===== src/rtl/pp_pkg.sv =====
// Shared types, defaults and output rounding for the 2x polyphase
// interpolating FIR.
package pp_pkg;

  localparam int DEF_DATA_W = 16;
  localparam int DEF_COEF_W = 16;
  localparam int DEF_NTAPS  = 8;

  typedef logic signed [DEF_DATA_W-1:0] sample_t;
  typedef logic signed [DEF_COEF_W-1:0] coef_t;

  localparam coef_t DEFAULT_COEF [DEF_NTAPS] = '{
    16'sd0, -16'sd1024, 16'sd0, 16'sd9216,
    16'sd16384, 16'sd9216, 16'sd0, -16'sd1024
  };

  typedef enum logic [1:0] {
    IDLE,
    PH0,
    PH1
  } state_t;

  // Round half up, drop the Q1.(cw-1) fraction, clamp to dw bits.
  function automatic logic signed [63:0] sat_round(
    input logic signed [63:0] acc,
    input int                 dw,
    input int                 cw
  );
    logic signed [63:0] r;
    logic signed [63:0] hi;
    logic signed [63:0] lo;
    r  = (acc + (64'sd1 <<< (cw - 2))) >>> (cw - 1);
    hi = (64'sd1 <<< (dw - 1)) - 64'sd1;
    lo = -(64'sd1 <<< (dw - 1));
    if (r > hi) begin
      sat_round = hi;
    end else if (r < lo) begin
      sat_round = lo;
    end else begin
      sat_round = r;
    end
  endfunction

endpackage


===== src/rtl/polyphase_interp_fir_mac.sv =====
// Combinational dot product of the delay line with one coefficient
// phase (even or odd taps).
module pp_phase_mac
  import pp_pkg::*;
#(
  parameter int DATA_W = DEF_DATA_W,
  parameter int COEF_W = DEF_COEF_W,
  parameter int NTAPS  = DEF_NTAPS,
  parameter int PHASE  = 0,
  parameter logic signed [COEF_W-1:0] COEF [NTAPS] = DEFAULT_COEF
) (
  input  logic signed [DATA_W-1:0] d_i [NTAPS/2],
  output logic signed [DATA_W+COEF_W+$clog2(NTAPS/2)-1:0] acc_o
);

  localparam int PW = DATA_W + COEF_W;
  localparam int AW = PW + $clog2(NTAPS/2);

  always_comb begin
    logic signed [PW-1:0] prod;
    acc_o = '0;
    prod  = '0;
    for (int k = 0; k < NTAPS/2; k++) begin
      prod  = d_i[k] * COEF[2*k+PHASE];
      acc_o = acc_o + AW'(prod);
    end
  end

endmodule


===== src/rtl/polyphase_interp_fir.sv =====
// 2x polyphase interpolating FIR: one input sample in, an even/odd
// output pair out on consecutive handshakes.
module polyphase_interp_fir
  import pp_pkg::*;
#(
  parameter int DATA_W = DEF_DATA_W,
  parameter int COEF_W = DEF_COEF_W,
  parameter int NTAPS  = DEF_NTAPS,
  parameter logic signed [COEF_W-1:0] COEF [NTAPS] = DEFAULT_COEF
) (
  input  logic                     clk,
  input  logic                     rst_n,
  input  logic                     s_valid,
  output logic                     s_ready,
  input  logic signed [DATA_W-1:0] s_data,
  output logic                     m_valid,
  input  logic                     m_ready,
  output logic signed [DATA_W-1:0] m_data,
  output logic                     m_phase
);

  localparam int NP = NTAPS / 2;
  localparam int AW = DATA_W + COEF_W + $clog2(NP);

  if (NTAPS % 2 != 0) begin : g_odd_taps
    $fatal(1, "polyphase_interp_fir: NTAPS must be even");
  end

  if (AW > 64) begin : g_acc_too_wide
    $fatal(1, "polyphase_interp_fir: accumulator exceeds 64 bits");
  end

  state_t state_q, state_d;

  logic signed [DATA_W-1:0] d_q [NP];
  logic signed [DATA_W-1:0] d_d [NP];
  logic signed [DATA_W-1:0] y_q, y_d;
  logic signed [DATA_W-1:0] y0, y1;
  logic signed [AW-1:0]     acc0, acc1;
  logic                     s_fire;

  assign s_ready = (state_q == IDLE) ||
                   (state_q == PH1 && m_ready);
  assign s_fire  = s_valid && s_ready;
  assign m_valid = (state_q != IDLE);
  assign m_phase = (state_q == PH1);
  assign m_data  = y_q;

  always_comb begin
    d_d = d_q;
    if (s_fire) begin
      d_d[0] = s_data;
      for (int i = 1; i < NP; i++) begin
        d_d[i] = d_q[i-1];
      end
    end
  end

  // Both phases see the freshly shifted line; phase 1 is taken a
  // cycle later when no shift can occur, so the snapshot matches.
  pp_phase_mac #(
    .DATA_W(DATA_W),
    .COEF_W(COEF_W),
    .NTAPS (NTAPS),
    .PHASE (0),
    .COEF  (COEF)
  ) u_mac0 (
    .d_i  (d_d),
    .acc_o(acc0)
  );

  pp_phase_mac #(
    .DATA_W(DATA_W),
    .COEF_W(COEF_W),
    .NTAPS (NTAPS),
    .PHASE (1),
    .COEF  (COEF)
  ) u_mac1 (
    .d_i  (d_d),
    .acc_o(acc1)
  );

  assign y0 = DATA_W'(sat_round(64'(acc0), DATA_W, COEF_W));
  assign y1 = DATA_W'(sat_round(64'(acc1), DATA_W, COEF_W));

  always_comb begin
    state_d = state_q;
    y_d     = y_q;
    unique case (state_q)
      IDLE: begin
        if (s_fire) begin
          state_d = PH0;
          y_d     = y0;
        end
      end
      PH0: begin
        if (m_ready) begin
          state_d = PH1;
          y_d     = y1;
        end
      end
      PH1: begin
        if (m_ready) begin
          if (s_valid) begin
            state_d = PH0;
            y_d     = y0;
          end else begin
            state_d = IDLE;
          end
        end
      end
      default: state_d = IDLE;
    endcase
  end

  always_ff @(posedge clk or negedge rst_n) begin
    if (!rst_n) begin
      state_q <= IDLE;
      y_q     <= '0;
      for (int i = 0; i < NP; i++) begin
        d_q[i] <= '0;
      end
    end else begin
      state_q <= state_d;
      y_q     <= y_d;
      d_q     <= d_d;
    end
  end

endmodule


===== config.mk =====
export PLATFORM = sky130hd
export DESIGN_NAME = polyphase_interp_fir
export DESIGN_NICKNAME = d
export VERILOG_FILES = /design/src/rtl/pp_pkg.sv /design/src/rtl/polyphase_interp_fir_mac.sv /design/src/rtl/polyphase_interp_fir.sv
export SDC_FILE = /design/constraint.sdc
export NUM_CORES = 1
export LEC_CHECK = 0
export BUFFER_PORTS_ARGS = -buffer_cell sky130_fd_sc_hd__buf_2
export CAP_MARGIN = 10
export CORE_MARGIN = 10
export CORE_UTILIZATION = 51
export DETAILED_ROUTE_END_ITERATION = 12
export PLACE_DENSITY = 0.78
export SKIP_CTS_REPAIR_TIMING = 1
export SLEW_MARGIN = 20
export SYNTH_ARGS = -nofsm -noshare
export SYNTH_HDL_FRONTEND = slang
export SYNTH_SLANG_ARGS = --single-unit

===== constraint.sdc =====
create_clock -name clk -period 12.5 [get_ports clk]
set_clock_uncertainty 0.2 [all_clocks]
set_input_delay 1.25 -clock clk [delete_from_list [all_inputs] [get_ports clk]]
set_output_delay 1.25 -clock clk [all_outputs]
set_load 0.02 [all_outputs]

Yosys cells after proc, flatten, opt, wreduce, memory -nomap -nowiden
Cells that the tools add are included.
{"block": "classes", "add_sub_neg": 7, "n_mul": 2, "magnitude_cmp": 4, "n_eq_ne": 6, "n_mux": 15, "reduce_logical": 8}
{"operator": "two-way mux 16 bit", "count": 8}
{"operator": "two-way mux 64 bit", "count": 1}
{"operator": "one-hot mux 16 bit (3 select lines)", "count": 1}
{"operator": "negation 16 -> 22 bit", "count": 2}
{"operator": "multiplier 16 x 5 -> 21 bit (second input constant)", "count": 2}
{"operator": "adder 34 x 16 -> 35 bit (second input constant)", "count": 1}
{"operator": "adder 33 x 31 -> 34 bit", "count": 1}
{"operator": "adder 34 x 32 -> 34 bit", "count": 1}
{"operator": "adder 32 x 31 -> 33 bit", "count": 1}
{"operator": "adder 30 x 16 -> 31 bit (second input constant)", "count": 1}
{"operator": "greater-than comparator 20 x 16 -> 1 bit (second input constant)", "count": 1}
{"operator": "less-than comparator 20 x 16 -> 1 bit (second input constant)", "count": 1}
{"operator": "greater-than comparator 16 bit (second input constant)", "count": 1}
{"operator": "less-than comparator 16 bit (second input constant)", "count": 1}
{"operator": "!= test 2 bit (second input constant)", "count": 4}
{"operator": "two-way mux 2 bit", "count": 3}
{"operator": "one-hot mux 2 bit (3 select lines)", "count": 1}
{"operator": "AND reduction 5 bit", "count": 1}
{"operator": "AND reduction 3 bit", "count": 1}
{"operator": "nonzero test 3 bit", "count": 1}
{"operator": "== test 2 x 1 -> 1 bit (second input constant)", "count": 1}
{"operator": "== test 2 bit (second input constant)", "count": 1}
{"operator": "logical AND 1 bit", "count": 2}
{"operator": "zero test 2 bit", "count": 1}
{"operator": "other kinds (3)", "count": 3}
{"block": "word_totals", "register_bits": 82, "in_bits": 20, "output_inout_bits": 19, "wordCells": 48}

Logic depth before layout (Yosys ltp)
{"block": "depth", "depth_word": 15, "depth_mapped": 40}

Cells and area by module
A second synthesis with hierarchy kept.
{"block": "hier_totals", "hier_cells": 946, "area_unflattened_um2": 8931.1}
{"mod": "pp_phase_mac (u_mac1)", "instances": 1, "cells_per_inst": 555, "area_each_um2": 4520.6, "seq_area_each_um2": 0.0}
{"mod": "polyphase_interp_fir", "instances": 1, "cells_per_inst": 356, "area_each_um2": 4151.5, "seq_area_each_um2": 2052.0}
{"mod": "pp_phase_mac (u_mac0)", "instances": 1, "cells_per_inst": 35, "area_each_um2": 259.0, "seq_area_each_um2": 0.0}

Worst setup path before layout
No wires, ideal clock.
{"block": "synth_path", "path_type": "in2reg", "from": "input port s_valid", "to": "register y_q[10], in the netlist m_data[10]", "arrival_ns": 8.799, "required_time_ns": 12.161, "slack_ns": 3.362, "stages": 38, "cell_sequence": "or2b_1 -> nor2_2 -> buf_6 -> buf_4 -> buf_2 -> buf_2 -> buf_2 -> buf_1 -> nand2_1 -> nand2_1 -> ha_1 -> ha_1 -> nor2b_1 -> o21ai_0 -> a21boi_0 -> o21ai_0 -> a21boi_0 -> o21ai_0 -> [2 not listed] -> o21bai_1 -> a21oi_1 -> xor2_1 -> fa_1 -> fa_1 -> inv_1 -> ha_1 -> ha_1 -> a21o_1 -> a21oi_1 -> o21ai_0 -> a22oi_1 -> nand3b_1 -> a21oi_1 -> xor2_1 -> a31oi_1 -> nor2_2 -> a221oi_2"}
{"element": "from (decl)", "line": "polyphase_interp_fir.sv:13", "rtl": "input logic s_valid,"}
{"element": "to (signal assigned)", "line": "polyphase_interp_fir.sv:125", "rtl": "y_q <= y_d;"}
{"element": "to (decl)", "line": "polyphase_interp_fir.sv:37", "rtl": "logic signed [DATA_W-1:0] y_q, y_d;"}

Final worst setup path
{"block": "layout_path", "from": "input port m_ready", "to": "register y_q[3], in the netlist m_data[3]"}
{"block": "layout_between", "elab_chain_len": 14}
{"element": "from (decl)", "line": "polyphase_interp_fir.sv:17", "rtl": "input logic m_ready,"}
{"element": "logical AND 1 bit", "line": "polyphase_interp_fir.sv:43", "rtl": "(state_q == PH1 && m_ready);"}
{"element": "logical OR 1 bit", "line": "polyphase_interp_fir.sv:42", "rtl": "assign s_ready = (state_q == IDLE) ||"}
{"element": "logical AND 1 bit", "line": "polyphase_interp_fir.sv:44", "rtl": "assign s_fire = s_valid && s_ready;"}
{"element": "two-way mux 64 bit", "line": "polyphase_interp_fir.sv:51", "rtl": "if (s_fire) begin"}
{"element": "multiplier 16 x 5 -> 21 bit / negation 16 -> 22 bit (equally long branches)", "line": "polyphase_interp_fir_mac.sv:24", "rtl": "prod = d_i[k] * COEF[2*k+PHASE];"}
{"element": "adder 32 x 31 -> 33 bit", "line": "polyphase_interp_fir_mac.sv:25", "rtl": "acc_o = acc_o + AW'(prod);"}
{"element": "adder 33 x 31 -> 34 bit", "line": "polyphase_interp_fir_mac.sv:25"}
{"element": "adder 34 x 32 -> 34 bit", "line": "polyphase_interp_fir_mac.sv:25"}
{"element": "adder 34 x 16 -> 35 bit", "line": "pp_pkg.sv:32", "rtl": "r = (acc + (64'sd1 <<< (cw - 2))) >>> (cw - 1);"}
{"element": "less-than comparator 20 x 16 -> 1 bit", "line": "pp_pkg.sv:37", "rtl": "end else if (r < lo) begin"}
{"element": "two-way mux 16 bit", "line": "pp_pkg.sv:37"}
{"element": "two-way mux 16 bit", "line": "pp_pkg.sv:35", "rtl": "if (r > hi) begin"}
{"element": "two-way mux 16 bit", "line": "polyphase_interp_fir.sv:97", "rtl": "if (m_ready) begin"}
{"element": "one-hot mux 16 bit (3 select lines)", "line": "polyphase_interp_fir.sv:89", "rtl": "unique case (state_q)"}
Parallel ways exist; a longest one is shown, timed or not. The select of a mux whose other input is x is not followed.
A chain may end at the register's enable or synchronous reset.

==> run metrics <==
status=complete, no violations; crit-path most repeated cell=a21oi_1; grt ovf=0; cell area after synthesis=7900 um2; final antenna-violating net count=0; Setup-failing EPs final=0; die area=20900 um2; slowest stage cell, crit path=mux2i_1; unrepaired setup endpoints after global routing=false; HP Class=reg -> reg; Core Box Area=15200 um2; Critical Path End Type=register; GRT Total Usage=0.183; final WL=17900 um; Syn Nets=1023; worst setup margin=3.15 ns; layout cells sized above 1=0.0804; Worst Tran Pin Value=0.762 ns; final-layout fill cell count=1327; asr flop ratio synth=1.00; Final Hold Viols=0; setup TNS=0 ns; Crit Path Category=in -> reg; num rows=45; CP Launch Type=primary input; Syn Inst Count=863; H-tree depth=3; Sink Count=82; Port-buffer cells=38; pin count of the biggest net entering global routing=83; sequential standard cell area=2050 um2; top post-synthesis cells by area=dfrtp_1 (26%), ha_1 (15%), fa_1 (11%), xnor2_1 (7.8%), mux2i_1 (5.7%); sequential element share of the synthesized area=0.260; DP Worst Slack=2.82 ns; maxcap violations=0; final worst path period need=9.35 ns; I/O Pins=39; Req. time, crit path=12.51 ns; Synth Area per Inst=9.15 um2; Initial DRC Count=376; DP HPWL=14600 um; synthesized flop and latch total=82; number of global-route vias before repair=6244; fmax=107 MHz; Inserted Diodes=0; CTS Buffer Depth=2; EDFF count, synth=0; Slew Viols, Final=0; yosys warns=0; Clock Pin Slew Worst Setup and Hold Paths=0.06 ns; post-synth top area share=0.260; Synth cell types=52; final critical-path share of the clock period=0.748; initial antenna violation count=0; routed via count=5996; CTS tree=done; clock root cell=clkbuf_16; Die X=144 um; Synth Flop Type=dfrtp_1; multi-input logic area=5370 um2; crit path DAT=9.36 ns; cts bufs inserted=9; WL per Instance=16.3 um; Relative slew margins=0.492; final net count=1063; gpl congestion=0.888; final hold slack=0.292 ns; CP max stage delay=0.56 ns; DRC Markers=0; Vias/cell=5.47; first-pass GRT wire length=30400 um; Synth-to-Final Area Change=8.86%; top cell type by total area after synthesis=dfrtp_1; Starting Density=0.520; Skew-Pair Late Insertion Delay=0.35 ns; worst-path fanout max=27; die height=144 um; first drt pass iteration count=5
[cell usage in the layout (no fill, tap or decap), types with 4 or more instances in the layout]
cell / netlist / layout
a22oi_1: 6 / 6
buf_2: 3 / 37
xnor2_1: 70 / 70
o21bai_1: 6 / 6
nand3_1: 22 / 22
or3_1: 4 / 4
o22ai_1: 8 / 8
o21a_1: 4 / 4
and2_1: 5 / 5
clkbuf_16: 0 / 9
a21oi_1: 40 / 40
nand2b_1: 11 / 11
o21ai_0: 34 / 34
xor2_1: 30 / 30
or2_2: 5 / 5
nor2b_1: 6 / 6
and3_1: 9 / 9
a21o_1: 11 / 11
ha_1: 96 / 96
o211ai_1: 6 / 6
nor2_1: 41 / 41
nand2_1: 98 / 97
mux2i_1: 45 / 45
fa_1: 44 / 44
nor3_1: 18 / 18
dfrtp_1: 82 / 82
inv_1: 113 / 113
[layout make-up]
class / count / share of cell area
tap: 188 / 0.0274
clock buffer: 12 / 0.0287
sequential: 82 / 0.239
inverter: 113 / 0.0493
clock inverter: 4 / 0.00597
multi-input combinational: 656 / 0.625
timing repair buffer: 41 / 0.0255
[metal layers]
| metal | track usage | part of all wire | wire length [um] |
|---|---|---|---|
| met2 | 0.285 | 0.44 | 7960 |
| met3 | 0.0453 | 0.059 | 1060 |
| met1 | 0.246 | 0.48 | 8530 |
| met4 | 0.0521 | 0.019 | 344 |
| met5 | 0 | 0 | 0 |
[worst max-delay path, delay by kind of cell]
kind                     cells  cell delay (ns)
AO/OA/AOI/OAI               16             2.76
adder cells (fa/ha/maj)      5             1.99
AND/OR/NAND/NOR              6             1.57
buffers and inverters        4             0.67
multiplexers                 1             0.56
XOR/XNOR                     2             0.56
[kinds of logic (layout without fill, tap and decap cells)]
| kind of cell | after synthesis | count (layout) | synth area share |
|---|---|---|---|
| compound gates | 135 | 135 | 0.108 |
| mux | 45 | 45 | 0.0570 |
| xor+xnor | 100 | 100 | 0.111 |
| simple gates | 236 | 236 | 0.139 |
| flops | 82 | 82 | 0.260 |
| fa+ha+maj | 140 | 140 | 0.264 |
| buf+inv | 125 | 170 | 0.0613 |
[synthesized netlist by cell type, types with 2 or more instances]
cell	count
o21a_1	4
nand2b_1	11
o21ai_0	34
a21boi_0	3
dfrtp_1	82
o211a_1	2
mux2i_1	45
or2_2	5
nor2_1	41
nor2b_1	6
and2b_1	2
nand2_2	2
clkbuf_1	5
a21oi_1	40
ha_1	96
o22ai_1	8
xnor2_1	70
fa_1	44
nand4_1	3
o21bai_1	6
and2_1	5
o211ai_1	6
o21ai_1	3
and3_1	9
nor3_1	18
or3_1	4
nand2_1	98
a31oi_1	3
buf_2	3
xor2_1	30
a22oi_1	6
inv_1	113
nor2_2	3
nand3_1	22
a21o_1	11
buf_1	2
or2b_1	2
a211o_1	2
[path summary, 6_finish.rpt]
| kind | from | to | slack [ns] | depth (start not counted) |
|---|---|---|---|---|
| min in group asynchronous | rst_n | d_q[51]$_DFF_PN0_ | 0.75 | 1 |
| setup / recovery | m_ready | m_data[3]$_DFFE_PN0P_ | 3.15 | 34 |
| hold reg to reg | m_data[0]$_DFFE_PN0P_ | m_data[0]$_DFFE_PN0P_ | 0.29 | 2 |
| max in group asynchronous | rst_n | m_data[13]$_DFFE_PN0P_ | 10.84 | 1 |
| setup reg to reg | state_q[0]$_DFFE_PN0P_ | m_data[3]$_DFFE_PN0P_ | 3.68 | 33 |
| hold / removal | m_data[0]$_DFFE_PN0P_ | m_data[0]$_DFFE_PN0P_ | 0.29 | 2 |
[sequential cells by signal, indices dropped and copies added, names as in the netlist]
signal,cells
d_q,64
state_q,2
m_data,16
[through the flow]
stage                     instance area [um2]  utilization  instances
after floorplan                          7900            -        863
after global placement                   8300        0.546       1080
after detailed placement                 8300        0.546       1080
after CTS                                8590        0.565       1096
after global routing                     8600        0.566       1096
final                                    8600        0.566       1096
Power is not shown: default switching activity piles up to over one toggle a cycle in this logic, so the estimate is an artifact.
